--- src/rtl/rx_burst_capture.sv ---
// rx_burst_capture: ring-buffered capture of IQ sample bursts around a packet-detect trigger.
// The capture starts up to cfg_pre_len samples before the trigger and is delivered over a valid/ready output.
module rx_burst_capture #(
   parameter int DATA_WIDTH = 16,
   parameter int ADDR_WIDTH = 6
) (
   input  logic                  clock,
   input  logic                  reset,
   input  logic                  in_valid,
   input  logic [DATA_WIDTH-1:0] in_real,
   input  logic [DATA_WIDTH-1:0] in_imag,
   input  logic                  packet_detect,
   input  logic                  cfg_enable,
   input  logic [4:0]            cfg_pre_len,
   input  logic [11:0]           cfg_burst_len,
   input  logic                  overflow_clr,
   output logic                  out_valid,
   input  logic                  out_ready,
   output logic [DATA_WIDTH-1:0] out_real,
   output logic [DATA_WIDTH-1:0] out_imag,
   output logic                  out_first,
   output logic                  out_last,
   output logic                  busy,
   output logic                  overflow,
   output logic [15:0]           burst_count
);
   localparam int DEPTH = 1 << ADDR_WIDTH;
   typedef enum logic {IDLE, CAPTURE} state_t;
   state_t state, state_next;
   logic [2*DATA_WIDTH-1:0] mem [DEPTH];
   logic [ADDR_WIDTH:0] wr_ptr, rd_ptr, occ;
   logic [ADDR_WIDTH-1:0] fill;
   logic [12:0] remaining, pre_eff, burst_eff;
   logic first_pend, trig, ovf, load;
   always_comb begin
      occ = wr_ptr - rd_ptr;
      pre_eff = (13'(cfg_pre_len) < 13'(fill)) ? 13'(cfg_pre_len) : 13'(fill);
      burst_eff = (cfg_burst_len == '0) ? 13'd1 : 13'(cfg_burst_len);
      trig = state == IDLE && in_valid && packet_detect && cfg_enable;
      // occupancy never exceeds DEPTH, so its MSB alone flags a full ring
      ovf = state == CAPTURE && in_valid && occ[ADDR_WIDTH] && remaining != '0;
      load = state == CAPTURE && remaining != '0 && occ != '0 && (!out_valid || out_ready) && !ovf;
      state_next = trig ? CAPTURE : (ovf || (load && remaining == 13'd1)) ? IDLE : state;
   end
   always_ff @(posedge clock)
      if (reset) state <= IDLE;
      else state <= state_next;
   always_ff @(posedge clock)
      if (in_valid) mem[wr_ptr[ADDR_WIDTH-1:0]] <= {in_imag, in_real};
   always_ff @(posedge clock) begin
      if (reset) begin
         wr_ptr <= '0;
         rd_ptr <= '0;
         fill <= '0;
         remaining <= '0;
         first_pend <= 1'b0;
         out_valid <= 1'b0;
         out_first <= 1'b0;
         out_last <= 1'b0;
         out_real <= '0;
         out_imag <= '0;
         overflow <= 1'b0;
         burst_count <= '0;
      end else begin
         if (in_valid) begin
            wr_ptr <= wr_ptr + (ADDR_WIDTH+1)'(1);
            if (!(&fill)) fill <= fill + ADDR_WIDTH'(1);
         end
         if (trig) begin
            rd_ptr <= wr_ptr - pre_eff[ADDR_WIDTH:0];
            remaining <= pre_eff + burst_eff;
            first_pend <= 1'b1;
         end else if (ovf) remaining <= '0;
         else if (load) begin
            rd_ptr <= rd_ptr + (ADDR_WIDTH+1)'(1);
            remaining <= remaining - 13'd1;
         end
         if (load) begin
            {out_imag, out_real} <= mem[rd_ptr[ADDR_WIDTH-1:0]];
            out_valid <= 1'b1;
            out_first <= first_pend;
            out_last <= remaining == 13'd1;
            first_pend <= 1'b0;
         end else if (out_ready) begin
            out_valid <= 1'b0;
            out_first <= 1'b0;
            out_last <= 1'b0;
         end
         if (out_valid && out_ready && out_last) burst_count <= burst_count + 16'd1;
         if (ovf) overflow <= 1'b1;
         else if (overflow_clr) overflow <= 1'b0;
      end
   end
   assign busy = state == CAPTURE;
endmodule
--- config.mk ---
export PLATFORM = sky130hd
export DESIGN_NAME = rx_burst_capture
export DESIGN_NICKNAME = d
export VERILOG_FILES = /design/src/rtl/rx_burst_capture.sv
export SDC_FILE = /design/constraint.sdc
export NUM_CORES = 2
export LEC_CHECK = 0
export CELL_PAD_IN_SITES_DETAIL_PLACEMENT = 0
export CELL_PAD_IN_SITES_GLOBAL_PLACEMENT = 2
export CORE_MARGIN = 2
export CORE_UTILIZATION = 45
export DETAILED_ROUTE_END_ITERATION = 16
export GPL_TIMING_DRIVEN = 0
export PLACE_DENSITY_LB_ADDON = 0.05
export SYNTH_ARGS = -nofsm -noshare
export SYNTH_HDL_FRONTEND = slang
export SYNTH_SLANG_ARGS = --single-unit
--- constraint.sdc ---
create_clock -name clock -period 16.4 [get_ports clock]
set_input_delay 3.28 -clock clock [delete_from_list [all_inputs] [get_ports clock]]
set_output_delay 3.28 -clock clock [all_outputs]
set_load 0.01 [all_outputs]
# ---- After elaboration in Yosys (flattened, before gate mapping)
# Memory sizes are Yosys's and may differ from the RTL's. A register that Yosys moved wholly into a read port is not among the register bits.
# Cells that the tools add are included.
dict set report word_totals {
  ff_bits 55
  latch_bits 0
  mem_bits_rw 2048
  romBits 0
  in_bits 56
  out_inout_bits 53
  wordCells 72
  mem_count 1
}
dict set report op_classes {
  n_addsub 8
  mul 0
  div 0
  magnitude_cmp 1
  n_eq_ne 2
  shift 0
  mux 18
  bitwise_logic 2
  n_reduce_logical 29
}
# name depth word_bits read_ports rd_clocked_by_memory_dff wr line_no
set mem_list {}
lappend mem_list {mem 64 32 1 1 1 30} ;# logic [2*DATA_WIDTH-1:0] mem [DEPTH];
# operator count
set ops {}
lappend ops {{13-bit two-way mux} 3}
lappend ops {{7-bit two-way mux} 3}
lappend ops {{16-bit by 1-bit adder with 16-bit output, second input constant} 1}
lappend ops {{7-bit by 1-bit adder with 7-bit output, second input constant} 2}
lappend ops {{6-bit by 12-bit adder with 13-bit output} 1}
lappend ops {{13-bit by 1-bit == test with 1-bit output, second input constant} 1}
lappend ops {{1-bit logical AND} 13}
lappend ops {{13-bit nonzero test} 1}
lappend ops {{13-bit by 1-bit subtractor with 13-bit output, second input constant} 1}
lappend ops {{12-bit zero test} 1}
lappend ops {{12-bit two-way mux} 1}
lappend ops {{1-bit two-way mux} 10}
lappend ops {{2-bit nonzero test} 4}
lappend ops {{7-bit nonzero test} 1}
lappend ops {{7-bit by 6-bit subtractor with 7-bit output} 1}
lappend ops {{7-bit subtractor} 1}
lappend ops {{6-bit by 1-bit adder with 6-bit output, second input constant} 1}
lappend ops {{5-bit by 6-bit < comparator with 1-bit output} 1}
lappend ops {{6-bit two-way mux} 1}
lappend ops {{6-bit AND reduction} 1}
lappend ops {{2-bit AND reduction} 2}
lappend ops {{3-bit nonzero test} 1}
lappend ops {{1-bit zero test} 2}
lappend ops {{1-bit logical OR} 2}
lappend ops {{other kinds (3)} 4}

# ---- Logic depth before layout (Yosys ltp)
dict set report logic_depth {
  depth_word 9
  mapped_depth 17
  ltp_nobuf 17
}

# ---- Worst setup path after synthesis
# OpenSTA, ideal clock, no wires.
dict set report synth_timing {
  path_kind {in2reg}
  start {input in_valid}
  end {memory mem[39][0] (netlist bit), enable pin}
  setup_time_ns 0.503
  t_arrival_ns 6.972
  slack_ns 8.925
  stages 3
  n_path_buf 1
  path_cell_list {clkbuf_1 nand4_1 nor4_1}
}
dict set report synth_via {
  elab_chain_cells 2
}
# element line_no
set synth_lines {}
lappend synth_lines {{start: declaration} 9} ;# input logic in_valid,
lappend synth_lines {{1-bit two-way mux} 49} ;# if (in_valid) mem[wr_ptr[ADDR_WIDTH-1:0]] <= {in_imag, in_real};
lappend synth_lines {{1-bit two-way mux (implied by the code)} 49}
lappend synth_lines {{end: declaration} 30}
# No other way between the ends.

# ---- Final worst setup path
dict set report layout_timing {
  start {input cfg_pre_len[3]}
  end {register remaining[12]}
}
dict set report layout_via {
  elab_chain_cells 4
}
# element line_no
set layout_lines {}
lappend layout_lines {{start: declaration} 14} ;# input logic [4:0] cfg_pre_len,
lappend layout_lines {{5-bit by 6-bit < comparator with 1-bit output} 37} ;# pre_eff = (13'(cfg_pre_len) < 13'(fill)) ? 13'(cfg_pre_len) : 13'(fill);
lappend layout_lines {{6-bit two-way mux *} 37}
lappend layout_lines {{6-bit by 12-bit adder with 13-bit output *} 71} ;# remaining <= pre_eff + burst_eff;
lappend layout_lines {{13-bit two-way mux *} 69} ;# if (trig) begin
lappend layout_lines {{end signal: assignment} 71}
lappend layout_lines {{end signal: assignment} 76} ;# remaining <= remaining - 13'd1;
lappend layout_lines {{end: declaration} 33} ;# logic [12:0] remaining, pre_eff, burst_eff;
# Mark *: on every way between the ends. The rest lies on a longest branch, timed or not.
# A chain may end at the register's enable or synchronous reset.

==> reports/metrics.yaml <==
intPower_mw: 9.39
die_w_um: 432
vias: 39600
endpoint_kind: "register"
post_cts_buffers: 0
synthTopCellsByCount: "edfxtp_1, mux4_2, nand2_1, nor2_1, clkbuf_1"
routed_wl_mm: 228
path_clk_slew_ns: 0.06
finalSetupViolCount: 0
initial_core_util_pct: 45.2
skew_ns: 0.0342
rrSetupSlack_ns: 10.02
finalCritPeriodShare_pct: 41.0
yosysMostFrequentCell: "edfxtp_1"
cp_max_fo: 8
cts_tree: "yes"
pwr-share-comb_pct: 8.1
path_depth: 17
crit_family: "compound AO/OA/AOI/OAI gates"
hold_violations: 0
place_area_sq_mm: 0.0890
worstMarginPinSlew_ns: 1.36
ys_types: 64
vdd_drop_max_mv: 0.109
cts_resized: 0
grt_start_max_net_pins: 65
utilization_pct: 52.7
num_io_pins: 109
seq_power_share_pct: 50.0
die_area_sq_mm: 0.187
critPathMaxStageDelay_ns: 0.46
syn_nets: 3728
numCtsBuffers: 217
crit_start: "cfg_pre_len[3]"
synthCells: 3643
synth-seq-area-share_pct: 76.6
synthToLayoutAreaGrowth_pct: 16.6
synth_edf_count: 2048
rsz0062_at_grt: "false"
startpoint_type: "input port"
io_buffers: 107
ys.warnings.count: 0
hold_depth: 2
grt_pass1_vias: 41100
r2r_cells: 16
setup.worst_path.class: "input port to register"
via_per_inst: 5.95
r2r_start: "rd_ptr[3]$_SDFFE_PP0P_"
switching_power_mw: 2.65
clock-root-buffer: "clkbuf_16"
clk_path_buf_depth: 3
gpl.final_weighted_congestion: 0.861
min_path_type: "register to register"
routedWlPerCell_um: 34.2
slowest_stage: "clkdlybuf4s50_1"
grt_pass1_wl_mm: 315
outcome: "finished clean"
max-cap-violations: 0
p_per_area_mw_per_mm2: 125
fillCellCount: 14000
relSlewSlack_pct: 9.07
fin_setup_tns_ns: 0
num-nets-final: 4163
core_sq_mm: 0.183
layout-drive-gt1-share_pct: 29.7
clock_sinks: 2135
async_flop_share_pct: 0
dieHeight_um: 432
ant_nets: 0
fmax_mhz: 149
drtIter0Drc: 4324
cp-endpoint: "remaining[12]$_SDFFE_PP0P_"
yosys.area.top_type: "edfxtp_1"
dr.pass1.iters: 7
yosys-top-cells-area: "edfxtp_1, mux4_2, dfxtp_1, nand2_1, nor2_1"
antenna_found_initial: 7
cts_hold_buf: 0
ys_ff_latch: 2135
power_frac_clock_pct: 42.0
syn_area_sq_mm: 0.0826
reg2reg_to: "out_real[8]$_SDFFE_PP0P_"
critPathBufInv: 2
ys.flop_type: "edfxtp_1"
avgSynthCellArea_sq_um: 22.7
cp_cell_sequence: "clkdlybuf4s50_1 -> ha_1 -> a21o_1 -> a21oi_1 -> o21ai_2 -> mux2_2 -> ha_1 -> inv_1 -> fa_1 -> nor2b_1 -> nor2_1 -> o2111a_1 -> a311oi_1 -> o41a_1 -> a41o_1 -> a21oi_1 -> a211oi_1"
final_max_slew_viol_count: 0
synth_top_area_share_pct: 74.5
min_period_ns: 6.72
row_count: 157
crit_arrival_ns: 7.48
grt_remaining_overflow: 0
design_area_sq_mm: 0.0963
cp.required_ns: 17.15
track_usage_pct: 24.6
switching_share_pct: 22.0
dp_hpwl_mm: 158
drc: 0
p_leak_nw: 29.4
cts_htree_levels: 4
clkLatencyLatePin_ns: 0.86
-- worst min path at each step --
| stage | from | endpoint |
|---|---|---|
| after floorplan | first_pend$_SDFFE_PP0P_ | out_first$_SDFFE_PP0P_ |
| after global placement | out_real[11]$_SDFFE_PP0P_ | out_real[11]$_SDFFE_PP0P_ |
| after detailed placement | out_real[9]$_SDFFE_PP0P_ | out_real[9]$_SDFFE_PP0P_ |
| after CTS | out_imag[2]$_SDFFE_PP0P_ | out_imag[2]$_SDFFE_PP0P_ |
| after global routing | out_imag[2]$_SDFFE_PP0P_ | out_imag[2]$_SDFFE_PP0P_ |
| final | out_imag[2]$_SDFFE_PP0P_ | out_imag[2]$_SDFFE_PP0P_ |
-- final cells by class --
type | instances | area (sq um) | area share (%)
repair buffers | 216 | 2940 | 3.05
inverters | 30 | 113 | 0.117
multi-input cells | 1283 | 18900 | 19.6
plain buffers | 195 | 845 | 0.877
flip-flops and latches | 2135 | 63200 | 65.7
clock inverters | 147 | 1590 | 1.65
diodes | 2 | 5.00 | 0.00520
well taps | 2385 | 2980 | 3.10
clock buffers | 262 | 5720 | 5.93
-- through the flow --
stage	setup slack (ns)	total power, mW	cells	hold WS (ns)
2_1_floorplan	8.92	6.69	3643	0.429
3_3_place_gp	4.08	7.09	6135	0.454
3_5_place_dp	8.82	7.11	6244	0.458
4_1_cts	9.73	12.1	6653	0.464
5_1_grt	9.33	12.4	6654	0.486
6_report	9.68	12.0	6655	0.459
-- cell usage in the layout (no fill, tap or decap), types with 5 or more instances in the layout --
cell type	count
and3_1	9
o211ai_1	5
a21oi_1	63
nand2_1	139
nor4_1	5
nor2b_1	7
xnor2_1	26
nor2_4	61
mux4_2	658
clkinv_2	54
dfxtp_1	87
o22ai_1	5
o21a_1	5
clkdlybuf4s50_1	75
nor2_1	47
nand3_1	65
buf_6	11
a31oi_1	5
buf_12	89
clkinvlp_4	12
o21ai_0	17
nand4_1	9
mux2i_1	5
buf_2	76
bufinv_16	32
nand2b_1	7
edfxtp_1	2048
buf_4	20
inv_6	7
or3_1	14
inv_1	27
a21o_1	9
xor2_1	18
ha_1	26
clkbuf_16	222
clkinv_1	38
buf_1	35
clkbuf_1	140
nor3_1	21
-- state kept, by name, indices dropped and copies added (netlist names), 6 cells and up --
| signal | count |
|---|---|
| mem | 2048 |
| burst_count | 16 |
| out_imag | 16 |
| out_real | 16 |
| remaining | 13 |
| rd_ptr | 7 |
| wr_ptr | 7 |
| fill | 6 |
-- power by group through the flow --
stage          Sequential, mW  Clock (mW)  Combinational (mW)
6_report                 6.01        5.05               0.969
3_5_place_dp             6.13           0               0.984
5_1_grt                  6.01        5.34                1.02
4_1_cts                  6.01        5.14               0.986
2_1_floorplan            6.13           0               0.563
3_3_place_gp             6.14           0               0.944
-- per-layer routing --
metal	vias up	global-route usage, %	part of all wire, %
met5	-	0	0.0057
met4	2	9.19	3.7
met3	337	3.66	5.6
met2	1298	43.2	52
met1	21600	31.1	39
li1	16300	-	-
-- logic make-up (layout without fill, tap and decap cells) --
family / Yosys count / count (layout) / synth area share [%]
flops: 2135 / 2135 / 76.6
mux: 667 / 667 / 18.1
simple gates: 401 / 401 / 2.21
buf+inv: 225 / 850 / 1.16
compound gates: 139 / 139 / 1.06
xor+xnor: 44 / 44 / 0.467
fa+ha+maj: 30 / 30 / 0.479
other cells: 2 / 4 / 0.00909
-- worst min-delay path, stage by stage (launching register included) --
cell and delay [ns]:
dfxtp_1 0.31, nand2_1 0.05, a21oi_1 0.05
(Power assumes the default switching activity.)
